===== config.mk =====
export PLATFORM = sky130hd
export DESIGN_NAME = iob_clk_en_rst_gen_flat
export DESIGN_NICKNAME = d
export VERILOG_FILES = /design/src/rtl/iob_clk_en_rst_gen_if.sv /design/src/rtl/iob_clk_en_rst_gen.sv /design/src/flat_wrapper.sv
export SDC_FILE = /design/constraint.sdc
export NUM_CORES = 1
export LEC_CHECK = 0
export ABC_AREA = 0
export ABC_CLOCK_PERIOD_IN_PS = 5600
export CAP_MARGIN = 0
export CORE_MARGIN = 3
export CORE_UTILIZATION = 59
export DETAILED_ROUTE_END_ITERATION = 12
export GPL_TIMING_DRIVEN = 1
export PLACE_DENSITY = 0.83
export SLEW_MARGIN = 20
export SYNTH_ARGS = -nofsm -noshare
export SYNTH_HDL_FRONTEND = slang
export SYNTH_SLANG_ARGS = --single-unit

===== constraint.sdc =====
create_clock -name clk_i -period 5.6 [get_ports clk_i]
set_clock_uncertainty 0.2 [all_clocks]
set_input_delay 0.84 -clock clk_i [delete_from_list [all_inputs] [get_ports clk_i]]
set_output_delay 0.84 -clock clk_i [all_outputs]
set_load 0.02 [all_outputs]

===== src/rtl/iob_clk_en_rst_gen_if.sv =====
// ----------------------------------------------------------------------------
// iob_clk_en_rst_gen_if
// Bundles the sequencer's control inputs and reset/enable outputs.
//   lock_i     : clock source ready, asynchronous to the system clock
//   sw_rst_i   : soft reset request, single-cycle pulse in the clock domain
//   cke_div_i  : clock-enable period minus one (0 = enable every cycle)
//   arst_o     : active-high resets, bit 0 released first
//   cke_o      : clock enable pulse
//   ready_o    : high once every reset channel is released
// Modports: master = board/top-level side, slave = sequencer side.
// ----------------------------------------------------------------------------
interface iob_clk_en_rst_gen_if #(
  parameter int N_RST     = 2,
  parameter int CKE_DIV_W = 8
);
  logic                 lock_i;
  logic                 sw_rst_i;
  logic [CKE_DIV_W-1:0] cke_div_i;
  logic [N_RST-1:0]     arst_o;
  logic                 cke_o;
  logic                 ready_o;

  modport master (
    output lock_i,
    output sw_rst_i,
    output cke_div_i,
    input  arst_o,
    input  cke_o,
    input  ready_o
  );

  modport slave (
    input  lock_i,
    input  sw_rst_i,
    input  cke_div_i,
    output arst_o,
    output cke_o,
    output ready_o
  );
endinterface


===== src/rtl/iob_clk_en_rst_gen.sv =====
// ----------------------------------------------------------------------------
// iob_clk_en_rst_gen
// Clock-enable and reset sequencer for FPGA top-levels. After the board reset
// is released and the clock source reports lock, all resets are held for
// HOLD_CYCLES cycles and then released one channel at a time, STAGGER cycles
// apart. A free-running divider produces a programmable-rate clock enable.
//
// Ports:
//   clk_i    : system clock
//   arstn_i  : asynchronous active-low reset (synchronously released inside)
//   bus      : iob_clk_en_rst_gen_if.slave
//              lock_i, sw_rst_i, cke_div_i in; arst_o, cke_o, ready_o out
//
// Configuration macro:
//   IOB_CLK_EN_RST_GEN_SW_RST_EN : when defined, a sw_rst_i pulse in RUN
//   reasserts all resets and reruns the sequence; when undefined sw_rst_i
//   is ignored.
// ----------------------------------------------------------------------------
module iob_clk_en_rst_gen #(
  parameter int N_RST       = 2,
  parameter int HOLD_CYCLES = 16,
  parameter int STAGGER     = 4,
  parameter int CKE_DIV_W   = 8
) (
  input  logic                 clk_i,
  input  logic                 arstn_i,
  iob_clk_en_rst_gen_if.slave  bus
);

  localparam int MAX_HS = (HOLD_CYCLES > STAGGER) ? HOLD_CYCLES : STAGGER;
  localparam int CNT_W  = $clog2(MAX_HS + 1);
  localparam int IDX_W  = (N_RST > 1) ? $clog2(N_RST) : 1;

  localparam logic [CNT_W-1:0] HOLD_LAST    = CNT_W'(HOLD_CYCLES - 1);
  localparam logic [CNT_W-1:0] STAGGER_LAST = CNT_W'(STAGGER - 1);
  localparam logic [IDX_W-1:0] IDX_LAST     = IDX_W'(N_RST - 1);

  typedef enum logic [1:0] {
    WAIT_LOCK = 2'd0,
    HOLD      = 2'd1,
    RELEASE   = 2'd2,
    RUN       = 2'd3
  } state_t;

  // Mask with bits 0..k set: channels that are released once index k is out.
  function automatic logic [N_RST-1:0] released_upto(input logic [IDX_W-1:0] k);
    logic [N_RST-1:0] m;
    m = {N_RST{1'b0}};
    for (int i = 0; i < N_RST; i++) begin
      m[i] = (IDX_W'(i) <= k);
    end
    return m;
  endfunction

  logic [1:0]           rst_sync_r;
  logic                 rst_n_s;
  logic [1:0]           lock_sync_r;
  logic                 lock_s;
  logic                 sw_req_s;

  state_t               state_r;
  state_t               state_n;
  logic [CNT_W-1:0]     seq_cnt_r;
  logic [CNT_W-1:0]     seq_cnt_n;
  logic [IDX_W-1:0]     idx_r;
  logic [IDX_W-1:0]     idx_n;
  logic [N_RST-1:0]     arst_r;
  logic [N_RST-1:0]     arst_n;
  logic                 ready_r;
  logic                 ready_n;

  logic [CKE_DIV_W-1:0] div_cnt_r;
  logic                 cke_r;

  // Reset synchronizer: asserts asynchronously, releases after two edges.
  always_ff @(posedge clk_i or negedge arstn_i) begin
    if (!arstn_i) begin
      rst_sync_r <= 2'b00;
    end else begin
      rst_sync_r <= {rst_sync_r[0], 1'b1};
    end
  end

  assign rst_n_s = rst_sync_r[1];

  // Lock synchronizer, held clear while the internal reset is active.
  always_ff @(posedge clk_i or negedge arstn_i) begin
    if (!arstn_i) begin
      lock_sync_r <= 2'b00;
    end else if (!rst_n_s) begin
      lock_sync_r <= 2'b00;
    end else begin
      lock_sync_r <= {lock_sync_r[0], bus.lock_i};
    end
  end

  assign lock_s = lock_sync_r[1];

`ifdef IOB_CLK_EN_RST_GEN_SW_RST_EN
  assign sw_req_s = bus.sw_rst_i;
`else
  // The soft reset request is deliberately left unconnected in this build.
  logic sw_rst_unused_s;
  assign sw_rst_unused_s = bus.sw_rst_i;
  assign sw_req_s        = 1'b0;
`endif

  // Sequencer state, counter, channel index and registered outputs.
  always_ff @(posedge clk_i or negedge arstn_i) begin
    if (!arstn_i) begin
      state_r   <= WAIT_LOCK;
      seq_cnt_r <= {CNT_W{1'b0}};
      idx_r     <= {IDX_W{1'b0}};
      arst_r    <= {N_RST{1'b1}};
      ready_r   <= 1'b0;
    end else if (!rst_n_s) begin
      state_r   <= WAIT_LOCK;
      seq_cnt_r <= {CNT_W{1'b0}};
      idx_r     <= {IDX_W{1'b0}};
      arst_r    <= {N_RST{1'b1}};
      ready_r   <= 1'b0;
    end else begin
      state_r   <= state_n;
      seq_cnt_r <= seq_cnt_n;
      idx_r     <= idx_n;
      arst_r    <= arst_n;
      ready_r   <= ready_n;
    end
  end

  // Next-state logic. Lock loss is tested first so it wins over sw_rst_i.
  // Output bits are computed here for the next edge so they stay registered.
  always_comb begin
    state_n   = state_r;
    seq_cnt_n = seq_cnt_r;
    idx_n     = idx_r;
    arst_n    = arst_r;
    ready_n   = ready_r;

    case (state_r)
      WAIT_LOCK: begin
        arst_n  = {N_RST{1'b1}};
        ready_n = 1'b0;
        if (lock_s) begin
          state_n   = HOLD;
          seq_cnt_n = {CNT_W{1'b0}};
        end else begin
          state_n   = WAIT_LOCK;
        end
      end

      HOLD: begin
        if (!lock_s) begin
          state_n   = WAIT_LOCK;
          seq_cnt_n = {CNT_W{1'b0}};
          idx_n     = {IDX_W{1'b0}};
          arst_n    = {N_RST{1'b1}};
          ready_n   = 1'b0;
        end else if (seq_cnt_r == HOLD_LAST) begin
          // Channel 0 is released on the same edge RELEASE is entered.
          state_n   = RELEASE;
          seq_cnt_n = {CNT_W{1'b0}};
          idx_n     = {IDX_W{1'b0}};
          arst_n    = ~released_upto({IDX_W{1'b0}});
        end else begin
          seq_cnt_n = seq_cnt_r + CNT_W'(1);
        end
      end

      RELEASE: begin
        if (!lock_s) begin
          state_n   = WAIT_LOCK;
          seq_cnt_n = {CNT_W{1'b0}};
          idx_n     = {IDX_W{1'b0}};
          arst_n    = {N_RST{1'b1}};
          ready_n   = 1'b0;
        end else if (idx_r == IDX_LAST) begin
          // Last channel went out on the previous edge.
          state_n   = RUN;
          ready_n   = 1'b1;
        end else if (seq_cnt_r == STAGGER_LAST) begin
          idx_n     = idx_r + IDX_W'(1);
          seq_cnt_n = {CNT_W{1'b0}};
          arst_n    = ~released_upto(idx_r + IDX_W'(1));
        end else begin
          seq_cnt_n = seq_cnt_r + CNT_W'(1);
        end
      end

      RUN: begin
        if (!lock_s) begin
          state_n   = WAIT_LOCK;
          seq_cnt_n = {CNT_W{1'b0}};
          idx_n     = {IDX_W{1'b0}};
          arst_n    = {N_RST{1'b1}};
          ready_n   = 1'b0;
        end else if (sw_req_s) begin
          state_n   = HOLD;
          seq_cnt_n = {CNT_W{1'b0}};
          idx_n     = {IDX_W{1'b0}};
          arst_n    = {N_RST{1'b1}};
          ready_n   = 1'b0;
        end else begin
          state_n   = RUN;
        end
      end

      default: begin
        state_n   = WAIT_LOCK;
        seq_cnt_n = {CNT_W{1'b0}};
        idx_n     = {IDX_W{1'b0}};
        arst_n    = {N_RST{1'b1}};
        ready_n   = 1'b0;
      end
    endcase
  end

  // Clock-enable divider. Comparing with >= rather than == means a divisor
  // lowered below the current count pulses on the next edge instead of
  // wrapping through the full counter range.
  always_ff @(posedge clk_i or negedge arstn_i) begin
    if (!arstn_i) begin
      div_cnt_r <= {CKE_DIV_W{1'b0}};
      cke_r     <= 1'b0;
    end else if (!rst_n_s) begin
      div_cnt_r <= {CKE_DIV_W{1'b0}};
      cke_r     <= 1'b0;
    end else if (div_cnt_r >= bus.cke_div_i) begin
      div_cnt_r <= {CKE_DIV_W{1'b0}};
      cke_r     <= 1'b1;
    end else begin
      div_cnt_r <= div_cnt_r + CKE_DIV_W'(1);
      cke_r     <= 1'b0;
    end
  end

  assign bus.arst_o  = arst_r;
  assign bus.cke_o   = cke_r;
  assign bus.ready_o = ready_r;

endmodule


===== src/flat_wrapper.sv =====
// flat-port wrapper written by rule: the top's interface ports become plain ports
module iob_clk_en_rst_gen_flat 
#(
  parameter int N_RST       = 2,
  parameter int HOLD_CYCLES = 16,
  parameter int STAGGER     = 4,
  parameter int CKE_DIV_W   = 8
)
  (clk_i, arstn_i, bus_lock_i, bus_sw_rst_i, bus_cke_div_i, bus_arst_o, bus_cke_o, bus_ready_o);
  iob_clk_en_rst_gen_if #(.N_RST(N_RST), .CKE_DIV_W(CKE_DIV_W)) bus_i ();
  input  logic clk_i;
  input  logic arstn_i;
  input wire logic [$bits(bus_i.lock_i)-1:0] bus_lock_i;
  input wire logic [$bits(bus_i.sw_rst_i)-1:0] bus_sw_rst_i;
  input wire logic [$bits(bus_i.cke_div_i)-1:0] bus_cke_div_i;
  output wire logic [$bits(bus_i.arst_o)-1:0] bus_arst_o;
  output wire logic [$bits(bus_i.cke_o)-1:0] bus_cke_o;
  output wire logic [$bits(bus_i.ready_o)-1:0] bus_ready_o;
  assign bus_i.lock_i = bus_lock_i;
  assign bus_i.sw_rst_i = bus_sw_rst_i;
  assign bus_i.cke_div_i = bus_cke_div_i;
  assign bus_arst_o = bus_i.arst_o;
  assign bus_cke_o = bus_i.cke_o;
  assign bus_ready_o = bus_i.ready_o;
  iob_clk_en_rst_gen #(.N_RST(N_RST), .HOLD_CYCLES(HOLD_CYCLES), .STAGGER(STAGGER), .CKE_DIV_W(CKE_DIV_W)) u_core (.clk_i(clk_i), .arstn_i(arstn_i), .bus(bus_i));
endmodule

Yosys cells after proc, flatten, opt, wreduce, memory -nomap -nowiden
Cells that the tools add are included.
Widths: inputs -> output; s select.

operators by class
  add/sub/neg operators = 3
  multipliers = 0
  div/mod/pow operators = 0
  magnitude comparators = 3
  equal/unequal tests = 13
  shift-type cells = 0
  mux-type cells = 41
  bitwise gates (word level) = 1
  reduce and logical (&&, ||, !) cells = 7

operators by type and width
  kind                 number
  $mux 5               8
  $mux 2               13
  $ne 4x4->1 const B   5
  $pmux 5 s4           1
  $mux 8               2
  $pmux 2 s4           2
  $mux 1               13
  $ne 3x3->1 const B   3
  $add 8x1->8 const B  1
  $ge 8x8->1           1
  $pmux 1 s3           2
  $reduce_and 3->1     2
  $add 5x1->5 const B  1
  $eq 5x2->1 const B   1
  $eq 5x4->1 const B   1
  $eq 2x2->1 const B   2
  $reduce_and 2->1     2
  $reduce_and 4->1     1
  $eq 2x1->1 const B   1
  $le 1x1->1 const A   2
  $logic_not 2->1      1
  $not 2->2            1
  $reduce_or 2->1      1
  $add 1x1->1 const B  1

word-level totals
  bits in registers = 24
  bits in latches = 0
  bits in writable memories = 0
  memory bits (read-only) = 0
  input port bits = 12
  output and inout port bits = 4
  word-level logic and storage cells = 77
  memories = 0

Depth between registers and ports, before layout
  depth after elaboration = 8
  gate-level depth with buffers = 8
  depth with buffers taken out = 8

Worst setup path after synthesis
Ideal clock, no wire load.

  path kind = input port to flip-flop
  from = input bus_cke_div_i[2]
  to = register u_core.cke_r (netlist: u_core.bus.cke_o)
  setup time = 124 ps
  data arrival time = 1921 ps
  data required time = 5276 ps
  setup slack = 3355 ps
  stages = 6
  buffers on the path = 0
  path through = inv_1 -> ha_1 -> a211o_1 -> a31oi_1 -> nor2_1 -> o31a_1

between the ends
  word-level cells in the longest chain between the ends = 3

RTL lines
  element                 RTL line                   RTL
  start: declaration      flat_wrapper.sv:15         input wire logic [$bits(bus_i.cke_div_i)-1:0] bus_cke_div_i;
  $ge 8x8->1              iob_clk_en_rst_gen.sv:228  end else if (div_cnt_r >= bus.cke_div_i) begin
  $mux 1                  iob_clk_en_rst_gen.sv:228
  $mux 1                  iob_clk_en_rst_gen.sv:225  end else if (!rst_n_s) begin
  end signal: assignment  iob_clk_en_rst_gen.sv:224  cke_r <= 1'b0;
  end signal: assignment  iob_clk_en_rst_gen.sv:227  cke_r <= 1'b0;
  end signal: assignment  iob_clk_en_rst_gen.sv:230  cke_r <= 1'b1;
  end: declaration        iob_clk_en_rst_gen.sv:73   logic cke_r;

No other way between the ends.
A chain may end at the register's enable or synchronous reset.

Worst setup path in the final report
  from = input bus_cke_div_i[5]
  to = register u_core.div_cnt_r[5]

between the ends
  word-level cells in the longest chain between the ends = 3

RTL lines
  element                 RTL line                   RTL
  $ge 8x8->1              iob_clk_en_rst_gen.sv:228
  $mux 8                  iob_clk_en_rst_gen.sv:228
  $mux 8                  iob_clk_en_rst_gen.sv:225
  end signal: assignment  iob_clk_en_rst_gen.sv:226  div_cnt_r <= {CKE_DIV_W{1'b0}};
  end signal: assignment  iob_clk_en_rst_gen.sv:229  div_cnt_r <= {CKE_DIV_W{1'b0}};
  end signal: assignment  iob_clk_en_rst_gen.sv:232  div_cnt_r <= div_cnt_r + CKE_DIV_W'(1);
  end: declaration        iob_clk_en_rst_gen.sv:72   logic [CKE_DIV_W-1:0] div_cnt_r;

No other way between the ends.

==> impl_metrics.py <==
metrics = {
    "yosys": {
        "synthArstFlopShare_pct": 100,
        "synth_top_cell_area_share_pct": 38.5,
        "synth-edff-count": 0,
        "avgSynthCellArea_um2": 9.42,
        "syn_inst": 152,
        "synth-main-ff-cell": "dfrtp_1",
        "ys_seq_elements": 24,
        "muxShareOfSynthArea_pct": 2.27,
        "yosysTopAreaCell": "dfrtp_1",
        "synth_cell_types": 39,
        "synth_compound_area_share_pct": 13.7,
        "synthSimpleGateAreaFrac_pct": 18.0,
        "synth_xor_area_share_pct": 3.67,
        "synth.area.top_cells": "dfrtp_1 38%, ha_1 15%, nor2_1 4.7%",
        "ys_seq_area_share_pct": 42.1,
        "synth_top_family_by_area": "simple AND/OR/NAND/NOR gates",
        "ys_warn_count": 0,
        "synthAdderAreaFrac_pct": 14.9,
        "syn_area_um2": 1430,
        "synth_fp_nets": 181,
    },
    "detailed_routing": {
        "drt-pass1-iter-count": 4,
        "via_per_inst": 5.58,
        "wl_per_cell_um": 15.3,
        "drtIter0Drc": 15,
        "routed-via-count": 1089,
        "drt-total-wl_um": 2970,
        "drcViolationCount": 0,
        "postRouteAntennaNets": 0,
    },
    "clock_network": {
        "cts_setup_buffers": 0,
        "clock-root-buffer": "clkbuf_4",
        "cts_inserted_buffers": 3,
        "cts_tree": "yes",
        "clkTransAtPathRegs_ns": 0.13,
        "hold_buffers": 0,
        "cts_buffer_depth": 2,
        "clock-sinks": 24,
        "htree_levels": 1,
        "cts_resized": 0,
        "insertion_delay_ns": 0.31,
    },
    "critical_path": {
        "cp_max_fo": 8,
        "worst-r2r-cell-count": 6,
        "worst_setup_path_end_kind": "flop",
        "r2r-start": "u_core.state_r[0]",
        "arrival_ns": 2.58,
        "cp_top_family": "compound AO/OA/AOI/OAI gates",
        "path_depth": 7,
        "slowest_delay_ns": 0.50,
        "worstPathRequired_ns": 5.59,
        "cp_cell_sequence": "clkdlybuf4s50_1 -> inv_1 -> ha_1 -> and4_1 -> o21ai_0 -> o21bai_1 -> nor2_1",
        "cp-start-kind": "input port",
        "critPathBufInv": 2,
        "ff2ff_setup_slack_ns": 3.31,
        "path_class": "input port to flop",
        "slowest_stage": "o21bai_1",
        "reg2reg_to": "u_core.seq_cnt_r[3]",
    },
    "layout": {
        "final_area_um2": 1620,
        "final_nets": 197,
        "layout_commonest_cell": "dfrtp_1",
        "stdcell_count": 195,
        "fillers": 173,
        "antenna_cells": 0,
        "syn_to_final_growth_pct": 12.8,
        "drive_gt1_share_pct": 5.99,
        "layout_common_cells": "22 x dfrtp_1, 18 x nor2_1, 17 x ha_1, 16 x inv_1, 13 x clkdlybuf4s50_1",
    },
    "placed_design": {
        "place_area_um2": 1590,
        "portBuffers": 14,
        "dp_hpwl_um": 2250,
        "gp_congestion": 0.837,
        "place_inst": 191,
    },
    "worst_hold_path": {
        "hp-class": "flop to flop",
        "min_to": "u_core.rst_sync_r[1]",
        "worstHoldStart": "u_core.rst_sync_r[0]",
        "holdPathStages": 0,
    },
    "floorplan": {
        "core_um2": 2250,
        "dieWidth_um": 55.3,
        "pin_count": 16,
        "rows": 17,
        "start_util_pct": 63.5,
        "die_y_um": 55.3,
        "dieArea_um2": 3050,
    },
    "flow_run": {
        "drv_cap": 0,
    },
    "sta": {
        "tightest_slew_ns": 0.654,
        "rsz0062_at_grt": "no",
        "fmax_ghz": 0.387,
        "holdWs_ns": 0.165,
        "finalHoldViolations": 0,
        "min_period_ns": 2.59,
        "fin_crit_sh_pct": 46.2,
        "setup_tns_ns": 0,
        "slew_headroom_pct": 56.4,
        "drv_slew": 0,
        "finalSetupViolCount": 0,
    },
    "global_routing": {
        "grt_use_total_pct": 19.9,
        "grt_pass1_vias": 1100,
        "antenna_found_initial": 0,
        "grt_start_max_net_pins": 25,
        "gr-total-overflow": 0,
        "grt_pass1_wl_um": 4860,
    },
    "pwr": {
        "power_density_nw_per_um2": 181,
        "ir_drop_v": 0.000177,
        "leakagePower_nw": 0.743,
    },
    "status": {
        "status": "completed",
    },
}
-- worst max path at each step --
stage / end / from
finish: u_core.div_cnt_r[5] / bus_cke_div_i[5]
global placement: u_core.div_cnt_r[3] / bus_cke_div_i[6]
CTS: u_core.div_cnt_r[5] / bus_cke_div_i[5]
detailed placement: u_core.div_cnt_r[5] / bus_cke_div_i[5]
global route: u_core.div_cnt_r[5] / bus_cke_div_i[5]
floorplan: u_core.bus.cke_o / bus_cke_div_i[2]
-- state kept, by name, summed over array words and instances (netlist names) --
name / cells
u_core.bus.arst_o: 2
u_core.bus.cke_o: 1
u_core.bus.ready_o: 1
u_core.div_cnt_r: 8
u_core.idx_r: 1
u_core.lock_sync_r: 2
u_core.rst_sync_r: 2
u_core.seq_cnt_r: 5
u_core.state_r: 2
-- area by class of cell --
| class | count | area, um^2 | share of cell area, % |
|---|---|---|---|
| multi-input cells | 109 | 756 | 46.8 |
| flip-flops and latches | 24 | 603 | 37.3 |
| repair buffers | 14 | 135 | 8.37 |
| inverters | 16 | 60.1 | 3.72 |
| well taps | 28 | 35.0 | 2.17 |
| clock buffers | 4 | 26.3 | 1.63 |
-- through the flow --
step / utilization [%] / total power [mW] / setup slack (ns)
floorplan: - / 0.200 / 3.36
global route: 71.6 / 0.303 / 2.89
detailed placement: 70.7 / 0.216 / 2.69
global placement: 70.7 / 0.214 / 2.81
finish: 71.6 / 0.292 / 3.01
CTS: 71.9 / 0.290 / 3.01
-- cells by family (layout without fill, tap and decap cells) --
group	count (synthesis)	in the layout
buffers and inverters	19	34
XOR/XNOR	6	6
adder cells (fa/ha/maj)	17	17
other	1	1
AND/OR/NAND/NOR	51	51
multiplexers	3	3
AO/OA/AOI/OAI	31	31
flip-flops	24	24
-- layer usage --
layer / part of all wire [%] / global-route usage, % / up-vias / wire (um)
met1: 41 / 23.0 / 508 / 1230
met4: 0.98 / 4.86 / 0 / 29
li1: - / - / 548 / -
met2: 54 / 35.8 / 29 / 1600
met3: 3.9 / 5.61 / 4 / 117
met5: 0 / 0 / - / 0
-- report_power, final --
group          total (mW)  internal (mW)  leakage (nW)  switching, mW
clock              0.0786         0.0278        0.0150         0.0507
combinational      0.0309         0.0145         0.408         0.0164
sequential          0.182          0.177         0.319        0.00525
-- synth_stat cells (all sizes together), types with 2 or more instances --
| master | n |
|---|---|
| a211oi | 2 |
| nand3 | 8 |
| nand2b | 3 |
| nand2 | 6 |
| and2 | 2 |
| a21oi | 8 |
| xor2 | 5 |
| o21ai | 11 |
| ha | 17 |
| and3 | 2 |
| nor2 | 18 |
| or3 | 2 |
| o21bai | 3 |
| nor3 | 3 |
| dfrtp | 22 |
| inv | 16 |
| clkbuf | 2 |
| nor2b | 2 |
| dfstp | 2 |
| mux2 | 2 |
Note: power is estimated with default switching activity, not from simulation.
